**src/rtl/plic_regfile_param_if.sv**
```systemverilog
// Register bus between a requester and the PLIC register file.
// The requester holds req.valid until resp.ready and drops it in that same cycle.
interface plic_regfile_param_if;
  typedef struct packed {
    logic [31:0] addr;
    logic        write;
    logic [31:0] wdata;
    logic        valid;
  } req_t;

  typedef struct packed {
    logic [31:0] rdata;
    logic        error;
    logic        ready;
  } resp_t;

  req_t  req;
  resp_t resp;

  modport master (output req, input  resp);
  modport slave  (input  req, output resp);
endinterface

```
**src/rtl/plic_regfile_param.sv**
```systemverilog
// PLIC priority/enable/threshold/claim-complete register file on a register bus.
// Two cycles per access: decode in IDLE, a one-cycle registered response in RESP; requests are ignored during RESP.
module plic_regfile_param #(
  parameter int unsigned NumSrc   = 32,
  parameter int unsigned NumTgt   = 4,
  parameter int unsigned PrioW    = 3,
  parameter logic [31:0] BaseAddr = 32'hc000000,
  localparam int unsigned IdW     = $clog2(NumSrc + 1),
  localparam int unsigned NumWd   = (NumSrc + 31) / 32
) (
  input  logic                             clk_i,
  input  logic                             rst_i,
  plic_regfile_param_if.slave              reg_bus,
  input  logic [NumSrc-1:0]                ip_i,
  input  logic [NumTgt-1:0][IdW-1:0]       claim_id_i,
  output logic [NumSrc-1:0][PrioW-1:0]     prio_o,
  output logic [NumTgt-1:0][NumSrc-1:0]    ie_o,
  output logic [NumTgt-1:0][PrioW-1:0]     threshold_o,
  output logic [NumTgt-1:0]                claim_o,
  output logic [NumTgt-1:0][IdW-1:0]       claim_id_o,
  output logic [NumTgt-1:0]                complete_o,
  output logic [NumTgt-1:0][IdW-1:0]       complete_id_o
);

  typedef enum logic {IDLE, RESP} state_e;
  typedef enum logic [2:0] {K_NONE, K_PRIO, K_IP, K_IE, K_THR, K_CC} kind_e;

  state_e                          state_q, state_d;
  logic [31:0]                     rdata_q, rdata_d;
  logic                            error_q, error_d;
  logic [NumSrc-1:0][PrioW-1:0]    prio_q, prio_d;
  logic [NumTgt-1:0][NumSrc-1:0]   ie_q, ie_d;
  logic [NumTgt-1:0][PrioW-1:0]    thr_q, thr_d;
  logic [NumTgt-1:0]               claim_q, claim_d;
  logic [NumTgt-1:0][IdW-1:0]      claim_id_q, claim_id_d;
  logic [NumTgt-1:0]               complete_q, complete_d;
  logic [NumTgt-1:0][IdW-1:0]      complete_id_q, complete_id_d;

  logic [31:0]    off;
  logic [31:0]    idx;
  logic [31:0]    tgt;
  kind_e          kind;
  logic           in_range;
  logic           wr;
  logic [IdW-1:0] wid;

  assign wr  = reg_bus.req.write;
  assign wid = reg_bus.req.wdata[IdW-1:0];

  // Address decode: region kind, word/source index, target index, legality.
  always_comb begin
    off      = reg_bus.req.addr - BaseAddr;
    idx      = '0;
    tgt      = '0;
    kind     = K_NONE;
    in_range = 1'b0;
    if (reg_bus.req.addr[1:0] == 2'b00 && reg_bus.req.addr >= BaseAddr) begin
      if (off < 32'h1000) begin
        kind     = K_PRIO;
        idx      = {2'b00, off[31:2]};
        in_range = idx < NumSrc;
      end else if (off < 32'h2000) begin
        kind     = K_IP;
        idx      = (off - 32'h1000) >> 2;
        in_range = (idx < NumWd) && !wr;
      end else if (off < 32'h20_0000) begin
        kind     = K_IE;
        tgt      = (off - 32'h2000) >> 7;
        idx      = {27'd0, off[6:2]};
        in_range = (tgt < NumTgt) && (idx < NumWd);
      end else begin
        tgt      = (off - 32'h20_0000) >> 12;
        in_range = tgt < NumTgt;
        if (off[11:0] == 12'h000) begin
          kind = K_THR;
        end else if (off[11:0] == 12'h004) begin
          kind = K_CC;
        end else begin
          in_range = 1'b0;
        end
      end
    end
  end

  always_comb begin
    state_d       = state_q;
    rdata_d       = '0;
    error_d       = 1'b0;
    prio_d        = prio_q;
    ie_d          = ie_q;
    thr_d         = thr_q;
    claim_d       = '0;
    claim_id_d    = claim_id_q;
    complete_d    = '0;
    complete_id_d = complete_id_q;
    case (state_q)
      IDLE: begin
        if (reg_bus.req.valid) begin
          state_d = RESP;
          if (!in_range) begin
            error_d = 1'b1;
          end else begin
            case (kind)
              K_PRIO: begin
                for (int unsigned i = 0; i < NumSrc; i++) begin
                  if (idx == 32'(i)) begin
                    if (wr) prio_d[i] = reg_bus.req.wdata[PrioW-1:0];
                    else    rdata_d   = 32'(prio_q[i]);
                  end
                end
              end
              K_IP: begin
                for (int unsigned i = 0; i < NumSrc; i++) begin
                  if (idx == 32'(i / 32)) rdata_d[i % 32] = ip_i[i];
                end
              end
              K_IE: begin
                // Bits past NumSrc in the last word have no storage, so they drop on write and read as 0.
                for (int unsigned t = 0; t < NumTgt; t++) begin
                  for (int unsigned i = 0; i < NumSrc; i++) begin
                    if (tgt == 32'(t) && idx == 32'(i / 32)) begin
                      if (wr) ie_d[t][i]      = reg_bus.req.wdata[i % 32];
                      else    rdata_d[i % 32] = ie_q[t][i];
                    end
                  end
                end
              end
              K_THR: begin
                for (int unsigned t = 0; t < NumTgt; t++) begin
                  if (tgt == 32'(t)) begin
                    if (wr) thr_d[t] = reg_bus.req.wdata[PrioW-1:0];
                    else    rdata_d  = 32'(thr_q[t]);
                  end
                end
              end
              K_CC: begin
                for (int unsigned t = 0; t < NumTgt; t++) begin
                  if (tgt == 32'(t)) begin
                    if (wr) begin
                      if (wid != '0 && 32'(wid) <= NumSrc) begin
                        complete_d[t]    = 1'b1;
                        complete_id_d[t] = wid;
                      end
                    end else begin
                      rdata_d = 32'(claim_id_i[t]);
                      if (claim_id_i[t] != '0) begin
                        claim_d[t]    = 1'b1;
                        claim_id_d[t] = claim_id_i[t];
                      end
                    end
                  end
                end
              end
              default: error_d = 1'b1;
            endcase
          end
        end
      end
      RESP:    state_d = IDLE;
      default: state_d = IDLE;
    endcase
  end

  always_ff @(posedge clk_i) begin
    if (rst_i) begin
      state_q       <= IDLE;
      rdata_q       <= '0;
      error_q       <= 1'b0;
      prio_q        <= '0;
      ie_q          <= '0;
      thr_q         <= '0;
      claim_q       <= '0;
      claim_id_q    <= '0;
      complete_q    <= '0;
      complete_id_q <= '0;
    end else begin
      state_q       <= state_d;
      rdata_q       <= rdata_d;
      error_q       <= error_d;
      prio_q        <= prio_d;
      ie_q          <= ie_d;
      thr_q         <= thr_d;
      claim_q       <= claim_d;
      claim_id_q    <= claim_id_d;
      complete_q    <= complete_d;
      complete_id_q <= complete_id_d;
    end
  end

  // A response or pulse already in flight when reset rises is suppressed immediately.
  assign reg_bus.resp = {(rst_i ? 32'd0 : rdata_q),
                         error_q & ~rst_i,
                         (state_q == RESP) & ~rst_i};

  assign claim_o       = claim_q & {NumTgt{~rst_i}};
  assign complete_o    = complete_q & {NumTgt{~rst_i}};
  assign claim_id_o    = claim_id_q;
  assign complete_id_o = complete_id_q;
  assign prio_o        = prio_q;
  assign ie_o          = ie_q;
  assign threshold_o   = thr_q;

endmodule

```
**src/flat_wrapper.sv**
```systemverilog
// flat-port wrapper written by rule: the top's interface ports become plain ports
module plic_regfile_param_flat 
#(
  parameter int unsigned NumSrc   = 32,
  parameter int unsigned NumTgt   = 4,
  parameter int unsigned PrioW    = 3,
  parameter logic [31:0] BaseAddr = 32'hc000000,
  localparam int unsigned IdW     = $clog2(NumSrc + 1),
  localparam int unsigned NumWd   = (NumSrc + 31) / 32
)
  (clk_i, rst_i, ip_i, claim_id_i, prio_o, ie_o, threshold_o, claim_o, claim_id_o, complete_o, complete_id_o, reg_bus_req, reg_bus_resp);
  plic_regfile_param_if reg_bus_i ();
  input  logic clk_i;
  input  logic rst_i;
  input  logic [NumSrc-1:0] ip_i;
  input  logic [NumTgt-1:0][IdW-1:0] claim_id_i;
  output logic [NumSrc-1:0][PrioW-1:0] prio_o;
  output logic [NumTgt-1:0][NumSrc-1:0] ie_o;
  output logic [NumTgt-1:0][PrioW-1:0] threshold_o;
  output logic [NumTgt-1:0] claim_o;
  output logic [NumTgt-1:0][IdW-1:0] claim_id_o;
  output logic [NumTgt-1:0] complete_o;
  output logic [NumTgt-1:0][IdW-1:0] complete_id_o;
  input wire logic [$bits(reg_bus_i.req)-1:0] reg_bus_req;
  output wire logic [$bits(reg_bus_i.resp)-1:0] reg_bus_resp;
  assign reg_bus_i.req = reg_bus_req;
  assign reg_bus_resp = reg_bus_i.resp;
  plic_regfile_param #(.NumSrc(NumSrc), .NumTgt(NumTgt), .PrioW(PrioW), .BaseAddr(BaseAddr)) u_core (.clk_i(clk_i), .rst_i(rst_i), .reg_bus(reg_bus_i), .ip_i(ip_i), .claim_id_i(claim_id_i), .prio_o(prio_o), .ie_o(ie_o), .threshold_o(threshold_o), .claim_o(claim_o), .claim_id_o(claim_id_o), .complete_o(complete_o), .complete_id_o(complete_id_o));
endmodule
```
**config.mk**
```make
export PLATFORM = sky130hd
export DESIGN_NAME = plic_regfile_param_flat
export DESIGN_NICKNAME = d
export VERILOG_FILES = /design/src/rtl/plic_regfile_param_if.sv /design/src/rtl/plic_regfile_param.sv /design/src/flat_wrapper.sv
export SDC_FILE = /design/constraint.sdc
export NUM_CORES = 1
export LEC_CHECK = 0
export CORE_UTILIZATION = 31
export DETAILED_ROUTE_END_ITERATION = 7
export MAX_ROUTING_LAYER = met4
export PLACE_DENSITY_LB_ADDON = 0.2
export SYNTH_ARGS = -nofsm -noshare
export SYNTH_HDL_FRONTEND = slang
export SYNTH_SLANG_ARGS = --single-unit
```
**constraint.sdc**
```tcl
create_clock -name clk_i -period 7 [get_ports clk_i]
set_input_delay 1.4 -clock clk_i [delete_from_list [all_inputs] [get_ports clk_i]]
set_output_delay 1.4 -clock clk_i [all_outputs]
set_load 0.01 [all_outputs]
```
==> flow_summary.yaml, run 1 <==
power_and_ir_drop:
  pwr-share-seq_pct: 43.0
  ir_worst_vdd_mv: 0.119
  switching_share_pct: 24.1
  switching_power_mw: 1.04
  totalPowerFinal_mw: 4.32
  p_leak_nw: 9.42
  pwr-share-clk_pct: 49.9
  combPwrFrac_pct: 7.1
  pwr_density_cell_nw_per_um2: 188
  p_int_mw: 3.28
clocking:
  cts_resized: 0
  cts_tree: "built"
  clock_path_buffers: 3
  htreeDepth: 2
  postCtsHoldBufs: 0
  insertion_delay_ns: 0.56
  cts_buffers: 40
  cts_sinks: 326
  post_cts_buffers: 0
  clockRootBuffer: "clkbuf_16"
  clk_pin_slew_ns: 0.06
worst_setup_path:
  crit_chain: "clkdlybuf4s50_1 -> buf_4 -> nor4_1 -> buf_4 -> nand4b_1 -> o31ai_1 -> buf_4 -> o31a_1 -> nor2_1 -> o221ai_1 -> or4_1 -> o21ai_0 -> a2111oi_0 -> a31oi_1"
  arrival_ns: 6.29
  startpoint_type: "input pin"
  path_common_cell: "buf_4"
  path_class: "in2reg"
  reg2regPathDepth: 7
  cp-end-kind: "flip-flop"
  cp.required_ns: 7.42
  slowest_stage: "a2111oi_0"
  cpPeakStageDelay_ns: 0.73
  crit_fanout: 14
sta:
  finalMaxSlewViolations: 0
  finalWorstSetupSlack_ns: 1.13
  rsz0062_at_grt: "false"
  maxSlewHeadroom_pct: 25.1
  period_needed_ns: 5.87
  fin_crit_sh_pct: 83.9
  finalHoldViolCount: 0
  tightest_slew_ns: 1.12
  max_freq_ghz: 0.170
  clock_skew_ns: 0.0131
  setup-tns-final_ns: 0
  setup_viol: 0
grt:
  grt_util_met3_pct: 5.31
  use_met2_pct: 42.7
  grtUsageMet1_pct: 34.1
  grt_pass1_wl_mm: 105
  grt_max_degree: 132
  gr-usage-all-layers_pct: 26.8
  grt_overflow_total: 0
  antenna_found_initial: 2
  first_global_vias: 15961
  grt_busiest_layer: "met2"
logic_synthesis:
  mappedNetlistArea_sq_um: 16300
  ys.flop_type: "dfxtp_1"
  syn_area_per_cell_sq_um: 8.54
  synth_fp_nets: 2045
  async_flop_share_pct: 0
  synth_warnings: 0
  synth-edff-count: 0
  synth.distinct_cells: 89
  ys_seq_area_share_pct: 40.0
  synth-seq-cells: 326
  syn-instance-count: 1911
floorplanning:
  rows: 83
  die_area_sq_um: 53500
  start_util_pct: 31.6
  die_y_um: 231
  core-area_sq_um: 51600
  die_w_um: 231
  pin_count: 450
outcome:
  violations: "design-rule violations"
  status: "finished, violations left"
detailed_routing:
  wl_mm: 72.7
  drt-vias-per-instance: 5.47
  drt-pass1-iter-count: 8
  ant_nets: 0
  vias: 16608
  post_drt_wl_per_cell_um: 23.9
  drc: 4
  drt_iter0_drc: 1494
place:
  place_ws_ns: 0.600
  dp_cells: 2961
  port_buffers: 449
  post-dp-hpwl_mm: 53.9
  gp_congestion: 0.923
min_path:
  min_path_type: "reg2reg"
  hold-path-cell-count: 2
finish:
  final_core_util_pct: 44.4
  layout.nets: 2457
  instances_no_fill: 3036
  final_common_cell: "clkdlybuf4s50_1"
  final_cell_mix: "clkdlybuf4s50_1, dfxtp_1, nor2_1, mux2i_1, nand2_1"
  final_layout_size_suffix_gt1_share_pct: 7.14
  area_delta_synth_final_pct: 40.6
flow_run:
  maxCapViolCount: 0
-- per-stage QoR --
step / hold WS (ns) / area, sq um
after floorplan: 0.476 / 16300
after global routing: 0.479 / 22900
after CTS: 0.464 / 22900
after detailed placement: 0.451 / 21600
after global placement: 0.438 / 21600
final: 0.458 / 22900
-- cell usage after synthesis (all sizes together) (16+ instances only) --
| master | instances | area [sq um] |
|---|---|---|
| a221o | 32 | 320 |
| nand3 | 53 | 265 |
| dfxtp | 326 | 6530 |
| nor4 | 32 | 246 |
| clkbuf | 99 | 372 |
| a21oi | 79 | 403 |
| o21ai | 52 | 260 |
| buf | 39 | 234 |
| and3 | 16 | 100 |
| nor3 | 47 | 283 |
| nor2 | 294 | 1110 |
| mux2i | 229 | 2290 |
| inv | 19 | 71.3 |
| nand2 | 219 | 822 |
| nor2b | 54 | 338 |
| a22o | 58 | 508 |
-- logic make-up (layout without fill, tap and decap cells) --
group | count (synthesis) | after routing | synth area share, %
flops | 326 | 326 | 40.0
compound gates | 362 | 362 | 16.2
buf+inv | 158 | 601 | 4.17
xor+xnor | 16 | 16 | 0.859
mux | 231 | 231 | 14.2
simple gates | 808 | 808 | 23.8
fa+ha+maj | 10 | 10 | 0.767
other cells | 0 | 2 | 0
-- critical path, delay by kind of cell --
family	cells	cell delay (ns)
compound gates	6	2.51
buf+inv	4	1.43
simple gates	4	0.94
-- cell type report --
type / instances / area (sq um)
antenna: 2 / 5.00
clock buffer: 56 / 1160
clock inverter: 17 / 203
fill: 5075 / 28700
inverter: 20 / 75.1
multi-input combinational: 1427 / 9150
sequential: 326 / 6530
tap: 680 / 851
timing repair buffer: 508 / 4960
-- worst paths after layout --
| kind | start | end | slack (ns) |
|---|---|---|---|
| max reg2reg | u_core.state_q | u_core.ie_o[62] | 4.24 |
| min | u_core.claim_id_o[6] | u_core.claim_id_o[6] | 0.46 |
| max | reg_bus_req[37] | u_core.rdata_q[0] | 1.13 |
| min reg2reg | u_core.claim_id_o[6] | u_core.claim_id_o[6] | 0.46 |
-- power groups by stage --
| stage | clock network (mW) | logic (mW) | registers, mW |
|---|---|---|---|
| floorplan | 0 | 0.141 | 1.90 |
| global route | 2.27 | 0.326 | 1.86 |
| CTS | 2.20 | 0.304 | 1.86 |
| detailed placement | 0 | 0.302 | 1.90 |
| finish | 2.16 | 0.307 | 1.86 |
| global placement | 0 | 0.303 | 1.90 |
-- flip-flops by register name (all words and copies together) (netlist names) --
signal and cells:
u_core.claim_q 4, u_core.prio_o 96, u_core.complete_q 4, u_core.ie_o 128
u_core.threshold_o 12, u_core.claim_id_o 24, u_core.state_q 1, u_core.rdata_q 32
u_core.error_q 1, u_core.complete_id_o 24
-- metal layers --
| metal | wire [um] | up-vias | share of wire (%) |
|---|---|---|---|
| li1 | - | 7717 | - |
| met1 | 31000 | 8114 | 43 |
| met2 | 34300 | 669 | 47 |
| met3 | 5540 | 108 | 7.6 |
| met4 | 1860 | 0 | 2.6 |
| met5 | 0 | - | 0 |
(Power assumes the default switching activity.)
==> run 2, diff against run 1 <==
clock period = 5.6 ns   (was 7 ns; I/O delays follow)
==> flow_summary.yaml, run 2 (synthesis results as in run 1) <==
power_and_ir_drop:
  p_leak_nw: 9.80
  pwr_density_cell_nw_per_um2: 224
  ir_worst_vdd_mv: 0.200
min_path:
  min_path_type: "reg2reg"
  hold-path-cell-count: 2
grt:
  grt_overflow_total: 0
  antenna_found_initial: 1
  grt_max_degree: 127
  gr-usage-all-layers_pct: 27.6
  grt_pass1_wl_mm: 109
  first_global_vias: 16517
outcome:
  status: "complete, no violations"
flow_run:
  maxCapViolCount: 0
sta:
  clock_skew_ns: 0.0246
  period_needed_ns: 5.14
  finalMaxSlewViolations: 0
  max_freq_ghz: 0.195
  setup-tns-final_ns: 0
  rsz0062_at_grt: "false"
  setup_viol: 0
  tightest_slew_ns: 1.09
  finalHoldViolCount: 0
  fin_crit_sh_pct: 91.7
  maxSlewHeadroom_pct: 27.5
  finalWorstSetupSlack_ns: 0.465
worst_setup_path:
  path_class: "in2reg"
  crit_fanout: 25
  cp.required_ns: 6.02
  reg2regPathDepth: 8
  reg2reg_slack_ns: 2.84
  rr_endpoint: "u_core.rdata_q[0]"
  arrival_ns: 5.55
  startpoint_type: "input pin"
  setup.worst_path.end: "u_core.rdata_q[0]"
  cp-startpoint: "reg_bus_req[62]"
  crit-reg2reg-launch: "u_core.prio_o[81]"
  cp-end-kind: "flip-flop"
place:
  place_ws_ns: 0.0449
  post-dp-hpwl_mm: 55.2
  gp_congestion: 0.949
  port_buffers: 449
floorplanning:
  rows: 83
  die_w_um: 231
  start_util_pct: 31.6
  core-area_sq_um: 51600
  pin_count: 450
  die_area_sq_um: 53500
  die_y_um: 231
finish:
  area_delta_synth_final_pct: 44.8
  final_cell_mix: "clkdlybuf4s50_1, dfxtp_1, nor2_1, mux2i_1, nand2_1"
  largest_reg_flops: 128
  final_layout_size_suffix_gt1_share_pct: 10.1
  fillers: 5073
  final_common_cell: "clkdlybuf4s50_1"
  layout.nets: 2535
clocking:
  clk_pin_slew_ns: 0.06
  cts_resized: 0
  insertion_delay_ns: 0.57
  cts_sinks: 326
  cts_tree: "built"
  postCtsHoldBufs: 0
  post_cts_buffers: 0
  clockRootBuffer: "clkbuf_16"
  htreeDepth: 2
  cts_buffers: 38
  clock_path_buffers: 3
detailed_routing:
  drt-vias-per-instance: 5.47
  vias: 17022
  drc: 0
  drt-pass1-iter-count: 7
  ant_nets: 0
  drt_iter0_drc: 1702
  post_drt_wl_per_cell_um: 23.9
  wl_mm: 74.2
[run 2: changes by cell type in the layout (fill, tap and decap cells not counted), sizes merged]
| cell | delta |
|---|---|
| bufinv | -3 |
| diode | -1 |
| inv | +1 |
| clkbuf | +3 |
| buf | +80 |
| clkinv | -5 |
[run 2: how the worst min path moves through the flow]
stage | startpoint | end | slack [ns]
detailed placement | u_core.claim_id_o[10] | u_core.claim_id_o[10] | 0.45
finish | u_core.claim_id_o[10] | u_core.claim_id_o[10] | 0.46
CTS | u_core.claim_id_o[10] | u_core.claim_id_o[10] | 0.46
floorplan | u_core.claim_id_o[10] | u_core.claim_id_o[10] | 0.48
global placement | u_core.claim_id_o[10] | u_core.claim_id_o[10] | 0.44
global route | u_core.complete_id_o[12] | u_core.complete_id_o[12] | 0.48
[run 2: cell type report]
type	count	area [sq um]	area share, %
Tap cell	680	851	3.60
Multi-Input combinational cell	1427	9150	38.7
Clock inverter	10	108	0.456
Antenna cell	1	2.50	0.0106
Inverter	20	75.1	0.318
Clock buffer	59	1180	5.00
Sequential cell	326	6530	27.6
Timing Repair Buffer	588	5730	24.3
[run 2: where the power goes]
| part | internal [mW] | switching, mW |
|---|---|---|
| clock | 1.51 | 1.07 |
| combinational | 0.155 | 0.253 |
| sequential | 2.32 | 0.000362 |
[run 2: per-layer routing]
metal  share of wire [%]  vias up  GRT usage, %
met5                   0        -             -
met4                 2.8        0          8.51
met3                 7.7      128          5.13
met2                  46      726          42.8
met1                  43     8291          36.1
li1                    -     7877             -
[run 2: critical path: stages]
cell	delay, ns
clkdlybuf4s50_1	0.64
nor4b_1	0.75
and2_1	0.35
o311ai_2	0.26
nor2_1	0.25
buf_12	0.21
and3_1	0.20
nor3_1	0.06
o21ai_0	0.49
o21ai_0	0.14
a2111oi_0	0.77
buf_4	0.23
a31oi_1	0.07
[run 2: per-stage QoR]
| step | hold WS [ns] | utilization, % | instance area [sq um] | cells | total power [mW] |
|---|---|---|---|---|---|
| after detailed placement | 0.449 | 43.3 | 22300 | 3041 | 2.77 |
| after global routing | 0.480 | 45.8 | 23600 | 3111 | 5.47 |
| after CTS | 0.458 | 45.8 | 23600 | 3110 | 5.34 |
| after floorplan | 0.476 | - | 16300 | 1911 | 2.55 |
| final | 0.456 | 45.8 | 23600 | 3111 | 5.30 |
| after global placement | 0.443 | 43.3 | 22300 | 3041 | 2.77 |
